--- src/rtl/div16_seq_pkg.sv ---
// Shared definitions for the sequential divider: default width and FSM encodings.
package div16_seq_pkg;
  localparam int DIV_WIDTH = 16;

  typedef enum logic [1:0] {
    IDLE = 2'd0,
    RUN  = 2'd1,
    DONE = 2'd2
  } state_e;
endpackage

--- src/rtl/div16_seq_sub_step.sv ---
// One restoring-division trial subtraction, carried one bit wider than the operands.
module sub_step #(
  parameter int W = 17
) (
  input  logic [W-1:0] minuend,
  input  logic [W-1:0] subtrahend,
  output logic [W-1:0] difference,
  output logic         borrow
);
  logic [W:0] full;

  assign full       = {1'b0, minuend} - {1'b0, subtrahend};
  assign difference = full[W-1:0];
  assign borrow     = full[W];
endmodule

--- src/rtl/div16_seq.sv ---
// Sequential restoring divider, one quotient bit per cycle, MSB first.
// Define SIGNED_DIV_EN to honour signed_op (two's-complement division).
module div16_seq
  import div16_seq_pkg::*;
#(
  parameter int WIDTH = DIV_WIDTH
) (
  input  logic             clk,
  input  logic             rst_n,
  input  logic             start,
  input  logic [WIDTH-1:0] dividend,
  input  logic [WIDTH-1:0] divisor,
  input  logic             signed_op,
  output logic             busy,
  output logic             done,
  output logic [WIDTH-1:0] quotient,
  output logic [WIDTH-1:0] remainder,
  output logic             div_by_zero
);
  localparam int CW = $clog2(WIDTH) + 1;

  state_e           state_q, state_d;
  logic [WIDTH-1:0] rem_q, rem_d;     // partial remainder
  logic [WIDTH-1:0] acc_q, acc_d;     // dividend shifts out, quotient shifts in
  logic [WIDTH-1:0] dvs_q, dvs_d;
  logic [WIDTH-1:0] quo_q, quo_d;
  logic [WIDTH-1:0] remo_q, remo_d;
  logic             dbz_q, dbz_d;
  logic             negq_q, negq_d;
  logic             negr_q, negr_d;
  logic [CW-1:0]    cnt_q, cnt_d;

  logic             sgn_a, sgn_b;
  logic [WIDTH-1:0] dvd_mag, dvs_mag;

`ifdef SIGNED_DIV_EN
  assign sgn_a   = signed_op & dividend[WIDTH-1];
  assign sgn_b   = signed_op & divisor[WIDTH-1];
  assign dvd_mag = sgn_a ? (~dividend + 1'b1) : dividend;
  assign dvs_mag = sgn_b ? (~divisor + 1'b1) : divisor;
`else
  logic unused_signed_op;
  assign unused_signed_op = signed_op;
  assign sgn_a   = 1'b0;
  assign sgn_b   = 1'b0;
  assign dvd_mag = dividend;
  assign dvs_mag = divisor;
`endif

  logic [WIDTH:0]   partial, diff;
  logic             borrow;
  logic [WIDTH-1:0] rem_nxt, acc_nxt;
  logic             unused_diff_msb;

  assign partial = {rem_q, acc_q[WIDTH-1]};

  sub_step #(.W(WIDTH + 1)) u_step (
    .minuend    (partial),
    .subtrahend ({1'b0, dvs_q}),
    .difference (diff),
    .borrow     (borrow)
  );

  // Remainder stays below the divisor, so a successful trial never sets diff's MSB.
  assign unused_diff_msb = diff[WIDTH];
  assign rem_nxt = borrow ? partial[WIDTH-1:0] : diff[WIDTH-1:0];
  assign acc_nxt = {acc_q[WIDTH-2:0], ~borrow};

  always_comb begin
    state_d = state_q;
    rem_d   = rem_q;
    acc_d   = acc_q;
    dvs_d   = dvs_q;
    quo_d   = quo_q;
    remo_d  = remo_q;
    dbz_d   = dbz_q;
    negq_d  = negq_q;
    negr_d  = negr_q;
    cnt_d   = cnt_q;
    case (state_q)
      IDLE: if (start) begin
        if (divisor == '0) begin
          quo_d   = '1;
          remo_d  = dividend;
          dbz_d   = 1'b1;
          state_d = DONE;
        end else begin
          rem_d   = '0;
          acc_d   = dvd_mag;
          dvs_d   = dvs_mag;
          negq_d  = sgn_a ^ sgn_b;
          negr_d  = sgn_a;
          cnt_d   = '0;
          dbz_d   = 1'b0;
          state_d = RUN;
        end
      end
      RUN: begin
        rem_d = rem_nxt;
        acc_d = acc_nxt;
        cnt_d = cnt_q + 1'b1;
        if (cnt_q == CW'(WIDTH - 1)) begin
          quo_d   = negq_q ? (~acc_nxt + 1'b1) : acc_nxt;
          remo_d  = negr_q ? (~rem_nxt + 1'b1) : rem_nxt;
          state_d = DONE;
        end
      end
      DONE:    state_d = IDLE;
      default: state_d = IDLE;
    endcase
  end

  always_ff @(posedge clk or negedge rst_n) begin
    if (!rst_n) begin
      state_q <= IDLE;
      rem_q   <= '0;
      acc_q   <= '0;
      dvs_q   <= '0;
      quo_q   <= '0;
      remo_q  <= '0;
      dbz_q   <= 1'b0;
      negq_q  <= 1'b0;
      negr_q  <= 1'b0;
      cnt_q   <= '0;
    end else begin
      state_q <= state_d;
      rem_q   <= rem_d;
      acc_q   <= acc_d;
      dvs_q   <= dvs_d;
      quo_q   <= quo_d;
      remo_q  <= remo_d;
      dbz_q   <= dbz_d;
      negq_q  <= negq_d;
      negr_q  <= negr_d;
      cnt_q   <= cnt_d;
    end
  end

  assign busy        = (state_q != IDLE);
  assign done        = (state_q == DONE);
  assign quotient    = quo_q;
  assign remainder   = remo_q;
  assign div_by_zero = dbz_q;
endmodule

--- config.mk ---
export PLATFORM = sky130hd
export DESIGN_NAME = div16_seq
export DESIGN_NICKNAME = d
export VERILOG_FILES = /design/src/rtl/div16_seq_pkg.sv /design/src/rtl/div16_seq_sub_step.sv /design/src/rtl/div16_seq.sv
export SDC_FILE = /design/constraint.sdc
export NUM_CORES = 1
export LEC_CHECK = 0
export ABC_CLOCK_PERIOD_IN_PS = 7300
export BUFFER_PORTS_ARGS = -buffer_cell sky130_fd_sc_hd__buf_2
export CAP_MARGIN = 25
export CORE_UTILIZATION = 40
export DETAILED_ROUTE_END_ITERATION = 10
export GPL_TIMING_DRIVEN = 0
export SYNTH_ARGS = -nofsm -noshare
export SYNTH_HDL_FRONTEND = slang
export SYNTH_SLANG_ARGS = --single-unit
--- constraint.sdc ---
create_clock -name clk -period 7.3 [get_ports clk]
set_input_delay 1.46 -clock clk [delete_from_list [all_inputs] [get_ports clk]]
set_output_delay 1.46 -clock clk [all_outputs]
set_load 0.01 [all_outputs]
Word level (Yosys, flattened, before mapping)
Index checks and enable logic that the tools add are counted.

Flip-flop bits (word level): 88. Latch bits: 0. RAM bits: 0. Bits in read-only memories: 0. Input bits: 36. Output and inout port bits: 35. Word-level logic and storage cells: 51. Memories kept: 0.

Add/sub/neg operators: 2. Multipliers: 0. Divide/modulo/power cells: 0. $lt $le $gt $ge: 0. Equal/unequal tests: 7. Shifts and indexed selects: 0. Multiplexer cells: 23. Bitwise logic cells: 2. Reductions and logical operators: 9.

Operators by type and width (count): 2-to-1 mux 16 bit (11); case mux 16 bit (2 select lines) (4); subtractor 17 x 16 -> 18 bit (1); zero test 16 bit (1); 2-to-1 mux 5 bit (2); case mux 5 bit (2 select lines) (1); inequality test 2 bit (second input constant) (4); 2-to-1 mux 2 bit (3); AND reduction 3 bit (2); adder 5 x 1 -> 5 bit (second input constant) (1); equality test 5 x 4 -> 1 bit (second input constant) (1); case mux 2 bit (2 select lines) (1); AND reduction 2 bit (2); AND reduction 4 bit (1); nonzero test 2 bit (2); equality test 2 x 1 -> 1 bit (second input constant) (1); equality test 2 bit (second input constant) (1); zero test 2 bit (1); NOT 1 bit (2); 2-to-1 mux 1 bit (1).

Logic depth before layout (Yosys ltp)
Gate-level depths: netlist of run 1.

Depth after elaboration: 4. Mapped depth: 12. Mapped depth without buffers: 11.

Hierarchy
A second synthesis of run 1 with hierarchy kept.

Cell total of the unflattened synthesis: 464. Area total of the unflattened synthesis: 4744.6 µm².

Modules (own cells, without submodules): div16_seq (times used 1, cells an instance 346, area each 3896.2 µm², seq. area each 2202.1 µm²); sub_step (times used 1, cells an instance 118, area each 848.3 µm², seq. area each 0.0 µm²).

Worst setup path after synthesis of run 1
No wires, ideal clock.

Path type: in2reg. Start: in divisor[5]. End: reg remo_q[8] (netlist: remainder[8]). Setup time: 0.119 ns. Data arrival time: 2.902 ns. Required time: 7.181 ns. Path slack: 4.279 ns. Stages on the path: 8. Path buffers: 1. Cells stage by stage: nor4_1 > nand4_1 > nor2_1 > a21oi_1 > inv_2 > buf_1 > o211ai_1 > o21a_1.

Word-level cells in the longest chain between the ends: 3.

Ends and longest elaborated chain: start, declared (RTL line div16_seq.sv:12) `input logic [WIDTH-1:0] divisor,`; zero test 16 bit (RTL line div16_seq.sv:82) `if (divisor == '0) begin`; inequality test 2 bit (no source line); AND reduction 4 bit (no source line); end signal, assigned (RTL line div16_seq.sv:131) `remo_q <= remo_d;`; end, declared (RTL line div16_seq.sv:27) `logic [WIDTH-1:0] remo_q, remo_d;`.

Every way passes these cells. A chain may end at the register's enable or synchronous reset.

Final worst setup path of run 1
Ends and elaborated chain as after synthesis.

==> impl_metrics.json, run 1 <==
{
  "syn-cell-area_sq_um": 4630,
  "yosysTopAreaCell": "dfrtp_1",
  "grtUsageMet3": 0.0350,
  "post-place-ws_ns": 3.16,
  "netSwitchingFraction": 0.441,
  "die_w_microns": 110,
  "cap_violations": 0,
  "layout.nets": 624,
  "fin_crit_ns": 3.72,
  "met2_usage": 0.352,
  "finalPower_w": 0.00296,
  "cpPeakStageDelay_ns": 0.47,
  "worstPathRequired_ns": 7.54,
  "wl_per_cell_microns": 17.1,
  "worstSkewPairLatency_ns": 0.35,
  "p_switching_w": 0.00131,
  "hold_viol": 0,
  "final_util": 0.495,
  "r2r_slack_ns": 4.34,
  "grt_pass1_vias": 3729,
  "end_kind": "register",
  "critPathArrivalTime_ns": 3.96,
  "core_sq_um": 11100,
  "gr-usage-all-layers": 0.224,
  "gr-usage-met1": 0.310,
  "rows": 38,
  "worstSetupPathType": "primary input to register",
  "status": "finished clean",
  "antenna_found_initial": 0,
  "cts_resized": 0,
  "setup_slack_ns": 3.58,
  "crit_path_end": "remainder[8]",
  "critical_path_buf_inv_count": 3,
  "htreeDepth": 3,
  "drt_first_pass_iters": 4,
  "tns_ns": 0,
  "dieHeight_microns": 110,
  "grt_max_degree": 63,
  "viasPerCell": 5.42,
  "reg2reg_depth": 11,
  "hold_buffers": 0,
  "areaGrowthSynthToFinish_pct": 18.4,
  "ir_worst_vdd_v": 0.000229,
  "io_buffer_count": 69,
  "syn-num-nets": 543,
  "cts_made_buffers": 9,
  "yosysSeqAreaShare": 0.476,
  "p_seq_frac": 0.296,
  "hpwl_mm": 9.29,
  "layout_commonest_cell": "dfrtp_1",
  "drtIter0Drc": 216,
  "slowest_stage": "buf_1",
  "antenna_cells": 0,
  "tightest_slew_ns": 0.786,
  "wl_mm": 12.2,
  "place_congestion": 0.819,
  "synth_edf_count": 0,
  "drive_above_1_share": 0.193,
  "clk_pin_slew_ns": 0.06,
  "hp-class": "register to register",
  "pin_count": 71,
  "cp.depth": 9,
  "fillCellCount": 1064,
  "start_util": 0.418,
  "cts_tree": "built",
  "synth_cell_type_count": 49,
  "cp_cell_sequence": "buf_2, nor4_1, nand4_1, nor2_1, a21oi_1, inv_2, buf_1, o211ai_1, o21a_1",
  "synthCells": 488,
  "drv_slew": 0,
  "rr_endpoint": "remainder[10]",
  "setup_viol": 0,
  "grt_overflow": 0,
  "grt_pass1_wl_mm": 19.9,
  "top_usage_layer": "met2",
  "final_cell_mix": "88 x dfrtp_1, 69 x buf_2, 56 x nand2_1",
  "r2r_start": "acc_q[15]",
  "ys_top_cells_by_area": "dfrtp_1 48%, ha_1 4.9%, nand2_1 4.5%, nor2_1 4.1%, mux2_2 4.1%",
  "skew_ns": 0.00767,
  "cp_top_family": "simple AND/OR/NAND/NOR gates",
  "cts_max_path_buffers": 2,
  "cts_setup_buffers": 0,
  "dieArea_sq_um": 12000,
  "p_comb_frac": 0.543,
  "cts_root_buf": "clkbuf_16",
  "synthFlopType": "dfrtp_1",
  "max_freq_ghz": 0.269,
  "clockPowerShare": 0.161,
  "finalCritPeriodShare": 0.510,
  "clock_sinks": 88,
  "p_per_area_nw_per_um2": 540,
  "slew_headroom": 0.474,
  "ant_nets": 0,
  "rsz0062_at_grt": "no",
  "vias": 3872,
  "ys_seq_elements": 88,
  "synth_top_area_share": 0.476,
  "internal_power_w": 0.00165,
  "syn_avg_cell_area_sq_um": 9.48,
  "cp_max_fo": 10,
  "critPathLaunch": "divisor[5]",
  "ys_warn_count": 0,
  "drcViolationCount": 0,
  "leakagePower_nw": 2.50,
  "start_kind": "primary input",
  "async_reset_ff_frac": 1.00
}
## how the worst min path moves through the flow
stage,from,endpoint,cells after the start
5_1_grt,div_by_zero,div_by_zero,2
4_1_cts,div_by_zero,div_by_zero,2
6_report,div_by_zero,div_by_zero,2
3_3_place_gp,div_by_zero,div_by_zero,2
2_1_floorplan,acc_q[15],acc_q[15],2
3_5_place_dp,div_by_zero,div_by_zero,2
## worst min-delay path: stages (launching register included)
cell and delay (ns):
dfrtp_1 0.34, nand2_1 0.05, nand2_1 0.05
## layout make-up
class                           count  area [sq um]  area share
Buffer                             24           106      0.0194
Clock buffer                       12           246      0.0450
Clock inverter                      4          53.8     0.00982
Inverter                           25          93.8      0.0171
Multi-Input combinational cell    351          2230       0.406
Sequential cell                    88          2200       0.402
Tap cell                          140           175      0.0320
Timing Repair Buffer               70           375      0.0685
## through the flow
stage	instances	instance area, sq um	hold slack, ns
final	714	5480	0.469
after global routing	714	5480	0.489
after CTS	714	5480	0.475
after detailed placement	698	5180	0.459
after global placement	697	5150	0.459
after floorplan	488	4630	0.450
## Yosys cell counts, types with 4 or more instances
cell,n
a31oi_1,10
a21o_1,16
o21ai_0,34
ha_1,18
nand2_1,56
and3_1,4
xor2_1,7
o31ai_1,5
nand3_1,7
nor2_1,51
dfrtp_1,88
clkbuf_1,18
mux2i_1,13
xnor2_1,5
nor3_1,26
mux2_2,17
a32oi_1,4
o21a_1,7
nor4_1,4
a21oi_1,30
inv_1,24
## power groups by stage
stage / Clock [W] / Combinational, W / Sequential, W
detailed placement: 0 / 0.00160 / 0.000884
finish: 0.000477 / 0.00161 / 0.000876
global route: 0.000508 / 0.00181 / 0.000904
floorplan: 0 / 0.00116 / 0.000864
global placement: 0 / 0.00157 / 0.000874
CTS: 0.000487 / 0.00161 / 0.000876
## kinds of logic (layout without fill, tap and decap cells)
family / count (synthesis) / in the layout / synth area share
buffers and inverters: 49 / 135 / 0.0433
AND/OR/NAND/NOR: 160 / 160 / 0.153
multiplexers: 30 / 30 / 0.0695
adder cells (fa/ha/maj): 19 / 19 / 0.0530
flip-flops: 88 / 88 / 0.476
XOR/XNOR: 12 / 12 / 0.0227
AO/OA/AOI/OAI: 130 / 130 / 0.183
## layer usage
layer	up-vias	routed length (microns)
li1	1898	-
met1	1877	5920
met2	82	5610
met3	15	509
met4	0	208
met5	-	0
## sequential cells by signal, summed over array words and instances, names as in the netlist
register,cells
div_by_zero,1
remainder,16
rem_q,16
quotient,16
dvs_q,16
cnt_q,5
state_q,2
acc_q,16
Power figures use the tool's default switching activity.
==> run 2, diff against run 1 <==
--- a/config.mk
+++ b/config.mk
@@ -5,7 +5,8 @@
 export SDC_FILE = /design/constraint.sdc
 export NUM_CORES = 1
 export LEC_CHECK = 0
-export ABC_CLOCK_PERIOD_IN_PS = 7300
+export ABC_AREA = 1
+export ABC_CLOCK_PERIOD_IN_PS = 3300
 export BUFFER_PORTS_ARGS = -buffer_cell sky130_fd_sc_hd__buf_2
 export CAP_MARGIN = 25
 export CORE_UTILIZATION = 40
==> constraint.sdc (replaced) <==
create_clock -name clk -period 3.3 [get_ports clk]
set_input_delay 0.66 -clock clk [delete_from_list [all_inputs] [get_ports clk]]
set_output_delay 0.66 -clock clk [all_outputs]
set_load 0.01 [all_outputs]
==> impl_metrics.json, run 2 <==
{
  "cap_violations": 0,
  "syn-num-nets": 707,
  "worstSkewPairLatency_ns": 0.35,
  "syn-cell-area_sq_um": 4970,
  "yosysTopAreaCell": "dfrtp_1",
  "leakagePower_nw": 2.99,
  "rsz0062_at_grt": "no",
  "cts_max_path_buffers": 2,
  "synth_common_cells": "178 x nand2_1, 88 x dfrtp_1, 87 x inv_1",
  "drcViolationCount": 0,
  "cts_root_buf": "clkbuf_16",
  "reg2reg_depth": 12,
  "htreeDepth": 3,
  "worstPathRequired_ns": 3.54,
  "core_sq_um": 12100,
  "synth_edf_count": 0,
  "layout.nets": 788,
  "ys_warn_count": 0,
  "skew_ns": 0.00864,
  "clk_pin_slew_ns": 0.06,
  "ant_nets": 0,
  "ys_top_cells_by_area": "dfrtp_1 44%, nand2_1 13%, inv_1 6.6%, nand3_1 5.1%, o21ai_0 5.1%",
  "wl_mm": 13.3,
  "seqCellArea_sq_um": 2200,
  "syn_avg_cell_area_sq_um": 7.63,
  "grt_max_degree": 66,
  "cts_resized": 0,
  "rows": 40,
  "drt_first_pass_iters": 5,
  "dieArea_sq_um": 12900,
  "finalPower_w": 0.00652,
  "antenna_cells": 0,
  "drv_slew": 0,
  "cts_made_buffers": 9,
  "ys_seq_elements": 88,
  "r2r_start": "rem_q[10]",
  "die_w_microns": 114,
  "dieHeight_microns": 114,
  "hold_viol": 0,
  "grt_pass1_vias": 4324,
  "slew_headroom": 0.610,
  "synth_cell_type_count": 35,
  "cts_tree": "built",
  "place_congestion": 0.916,
  "grt_pass1_wl_mm": 21.9,
  "areaGrowthSynthToFinish_pct": 17.4,
  "synth_most_common_cell": "nand2_1",
  "final_cell_mix": "178 x nand2_1, 88 x dfrtp_1, 87 x inv_1",
  "finalCritPeriodShare": 0.753,
  "fillCellCount": 1207,
  "wl_per_cell_microns": 14.7,
  "post_dp_cell_area_sq_um": 5560,
  "end_kind": "register",
  "critPathArrivalTime_ns": 2.73,
  "hpwl_mm": 10.4,
  "cts_setup_buffers": 0,
  "synthFlopType": "dfrtp_1",
  "r2r_slack_ns": 0.81,
  "p_per_area_nw_per_um2": 1120,
  "viasPerCell": 5.00,
  "vias": 4529,
  "tns_ns": 0,
  "layout_commonest_cell": "nand2_1",
  "async_reset_ff_frac": 1.00,
  "max_freq_ghz": 0.402,
  "rr_endpoint": "remainder[7]",
  "antenna_found_initial": 0,
  "fin_hold_ws_ns": 0.217,
  "pin_count": 71,
  "status": "finished clean",
  "fin_crit_ns": 2.49,
  "drive_above_1_share": 0.172,
  "multi_input_area_sq_um": 2280,
  "hp-class": "primary input to asynchronous set/reset pin",
  "clock_sinks": 88,
  "cp_max_fo": 10,
  "gr-usage-all-layers": 0.222,
  "start_kind": "register",
  "yosysSeqAreaShare": 0.443,
  "setup_viol": 0,
  "synthCells": 652,
  "hold_buffers": 0,
  "ir_worst_vdd_v": 0.000477,
  "grt_overflow": 0,
  "synth_top_area_share": 0.443,
  "drtIter0Drc": 276,
  "design_area_sq_um": 5840,
  "worstSetupPathType": "register to register",
  "tightest_slew_ns": 0.584,
  "start_util": 0.412,
  "io_buffer_count": 69
}
[run 2: cell count changes in the layout (fill, tap and decap cells not counted), sizes merged, moves of 15 or more]
| cell | delta |
|---|---|
| a21o | -16 |
| inv | +64 |
| mux2 | -17 |
| nand2 | +127 |
| nand3 | +45 |
| nand4 | +15 |
| nor3 | -25 |
| o21ai | +17 |
| or2 | +15 |
[run 2: layout make-up]
cell class / count / share of cell area
multi-input cells: 450 / 0.390
flip-flops and latches: 88 / 0.377
repair buffers: 70 / 0.0643
inverters: 89 / 0.0572
clock buffers: 11 / 0.0433
well taps: 168 / 0.0360
plain buffers: 25 / 0.0272
clock inverters: 4 / 0.00493
[run 2: how the worst max path moves through the flow]
stage	startpoint	endpoint
finish	rem_q[10]	remainder[7]
global route	rem_q[10]	remainder[7]
CTS	rem_q[10]	remainder[7]
detailed placement	rem_q[10]	remainder[7]
global placement	rst_n	quotient[14]
floorplan	rem_q[10]	acc_q[0]
[run 2: cell families after synthesis]
group / count (synthesis) / synth area share
AO/OA/AOI/OAI: 100 / 0.110
flip-flops: 88 / 0.443
AND/OR/NAND/NOR: 322 / 0.283
buffers and inverters: 114 / 0.0991
adder cells (fa/ha/maj): 19 / 0.0493
XOR/XNOR: 9 / 0.0158
[run 2: per-stage QoR]
step	cells	setup slack [ns]	utilization
detailed placement	890	0.853	0.461
floorplan	652	1.33	-
global route	905	0.625	0.484
global placement	889	0.763	0.459
CTS	905	0.832	0.484
finish	905	0.815	0.484
[run 2: routing by layer]
metal  global-route usage  wire length, microns  up-vias
li1                     -                     -     2254
met1                0.305                  6220     2167
met2                0.361                  6250       94
met3               0.0452                   609       14
met4               0.0535                   214        0
met5                    0                     0        -
[run 2: critical path, stage by stage (launching register included)]
cell and delay [ns]:
dfrtp_1 0.44, ha_1 0.38, nand2_1 0.13, inv_1 0.05, nand2_1 0.06, nand3_1 0.11, a21oi_2 0.51, a21oi_4 0.20
buf_6 0.19, nand2_1 0.08, nand3_1 0.11, nand2_1 0.08, inv_1 0.04
[run 2: power breakdown]
group | switching [W] | internal [W] | total, W
Combinational | 0.00238 | 0.00134 | 0.00372
Clock | 0.000431 | 0.000548 | 0.000979
Sequential | 0.000247 | 0.00157 | 0.00182
Total | 0.00306 | 0.00346 | 0.00652
==> run 3, diff against run 2 <==
--- a/config.mk
+++ b/config.mk
@@ -6,7 +6,7 @@
 export NUM_CORES = 1
 export LEC_CHECK = 0
 export ABC_AREA = 1
-export ABC_CLOCK_PERIOD_IN_PS = 3300
+export ABC_CLOCK_PERIOD_IN_PS = 2400
 export BUFFER_PORTS_ARGS = -buffer_cell sky130_fd_sc_hd__buf_2
 export CAP_MARGIN = 25
 export CORE_UTILIZATION = 40
==> constraint.sdc (replaced) <==
create_clock -name clk -period 2.4 [get_ports clk]
set_input_delay 0.48 -clock clk [delete_from_list [all_inputs] [get_ports clk]]
set_output_delay 0.48 -clock clk [all_outputs]
set_load 0.01 [all_outputs]
==> impl_metrics.json, run 3 (synthesis results as in run 2) <==
{
  "hp-class": "primary input to asynchronous set/reset pin",
  "wl_per_cell_microns": 14.7,
  "place_congestion": 0.916,
  "viasPerCell": 5.00,
  "drt_first_pass_iters": 5,
  "areaGrowthSynthToFinish_pct": 19.3,
  "r2r_slack_ns": 0.16,
  "drtIter0Drc": 300,
  "grt_pass1_wl_mm": 21.9,
  "cts_max_path_buffers": 2,
  "layout.nets": 794,
  "slew_headroom": 0.650,
  "hold_buffers": 0,
  "cp_top_family": "simple AND/OR/NAND/NOR gates",
  "critical_path_buf_inv_count": 2,
  "setup_slack_ns": 0.159,
  "antenna_cells": 0,
  "vias": 4551,
  "p_per_area_nw_per_um2": 1550,
  "top_usage_layer": "met2",
  "cpPeakStageDelay_ns": 0.43,
  "clock_sinks": 88,
  "drcViolationCount": 0,
  "slowest_stage": "dfrtp_1",
  "status": "finished clean",
  "dieArea_sq_um": 12900,
  "htreeDepth": 3,
  "start_kind": "register",
  "skew_ns": 0.00675,
  "dieHeight_microns": 114,
  "finalCritPeriodShare": 0.934,
  "io_buffer_count": 69,
  "tightest_slew_ns": 0.525,
  "cts_root_buf": "clkbuf_16",
  "post-place-ws_ns": -0.0474,
  "ant_nets": 0,
  "setup_viol": 0,
  "placedCellCount": 890,
  "pin_count": 71,
  "rr_endpoint": "remainder[7]",
  "cap_violations": 0,
  "die_w_microns": 114,
  "fin_crit_ns": 2.24,
  "ir_worst_vdd_v": 0.000656,
  "layout_commonest_cell": "nand2_1",
  "r2r_start": "rem_q[6]",
  "grt_overflow": 0,
  "wl_mm": 13.4,
  "hpwl_mm": 10.4,
  "fin_cells": 911,
  "cts_tree": "built",
  "grt_max_degree": 66,
  "met2_usage": 0.362,
  "max_freq_ghz": 0.446,
  "grtUsageMet3": 0.0452,
  "grt_pass1_vias": 4331,
  "core_sq_um": 12100,
  "drive_above_1_share": 0.187,
  "cp_max_fo": 10,
  "final_cell_mix": "178 x nand2_1, 88 x dfrtp_1, 87 x inv_1",
  "hold_viol": 0,
  "critPathArrivalTime_ns": 2.53,
  "rows": 40,
  "cts_made_buffers": 9,
  "leakagePower_nw": 3.02,
  "gr-usage-all-layers": 0.223,
  "cp_cell_sequence": "ha_2, nand2_2, nor2_2, nand3_1, nand3_2, nand2_4, a21oi_4, buf_6, nand2_1, nand3_1, nand2_1, inv_1",
  "clk_pin_slew_ns": 0.06,
  "worstSetupPathType": "register to register",
  "drv_slew": 0,
  "reg2reg_depth": 12,
  "antenna_found_initial": 0,
  "end_kind": "register",
  "gr-usage-met1": 0.305,
  "worstPathRequired_ns": 2.69,
  "start_util": 0.412,
  "worstSkewPairLatency_ns": 0.35
}
## run 3: stage by stage
step                      TNS (ns)  utilization  hold WS (ns)  total power (W)  area, sq um
final                            0        0.492        0.0346          0.00922         5940
after global routing      -0.00512        0.492        0.0572           0.0101         5940
after CTS                        0        0.485        0.0434          0.00904         5850
after global placement      -0.204        0.459         0.471          0.00752         5530
after detailed placement    -0.157        0.461         0.418          0.00763         5560
after floorplan                  0            -         0.184          0.00620         4970
## run 3: timing repair
action / 4_1_cts / 5_1_grt
setup endpoints to repair: 10 / 16
pin swaps: 0 / 2
setup buffers: 0 / 6
gates resized for setup: 1 / 7
## run 3: report_power, final
group | internal, W | total (W) | switching, W
Clock | 0.000754 | 0.00134 | 0.000591
Sequential | 0.00216 | 0.00251 | 0.000354
Combinational | 0.00201 | 0.00536 | 0.00335
## run 3: routing by layer
metal / vias to the layer above / share of wire
li1: 2267 / -
met1: 2177 / 0.47
met2: 92 / 0.47
met3: 15 / 0.043
met4: 0 / 0.016
met5: - / 0
## run 3: final cells by class
class	count	area (sq um)
fill	1195	6130
buffer	25	159
timing repair buffer	76	420
tap	168	210
clock buffer	11	253
inverter	89	334
multi-input combinational	450	2330
sequential	88	2200
clock inverter	4	28.8
## run 3: worst max-delay path by stage
stage / depth (start not counted) / endpoint / from
final: 12 / remainder[7] / rem_q[6]
after global routing: 12 / remainder[7] / rem_q[6]
after CTS: 11 / remainder[7] / rem_q[12]
after detailed placement: 12 / remainder[7] / rem_q[10]
after global placement: 12 / remainder[11] / rem_q[10]
after floorplan: 10 / acc_q[0] / rem_q[10]
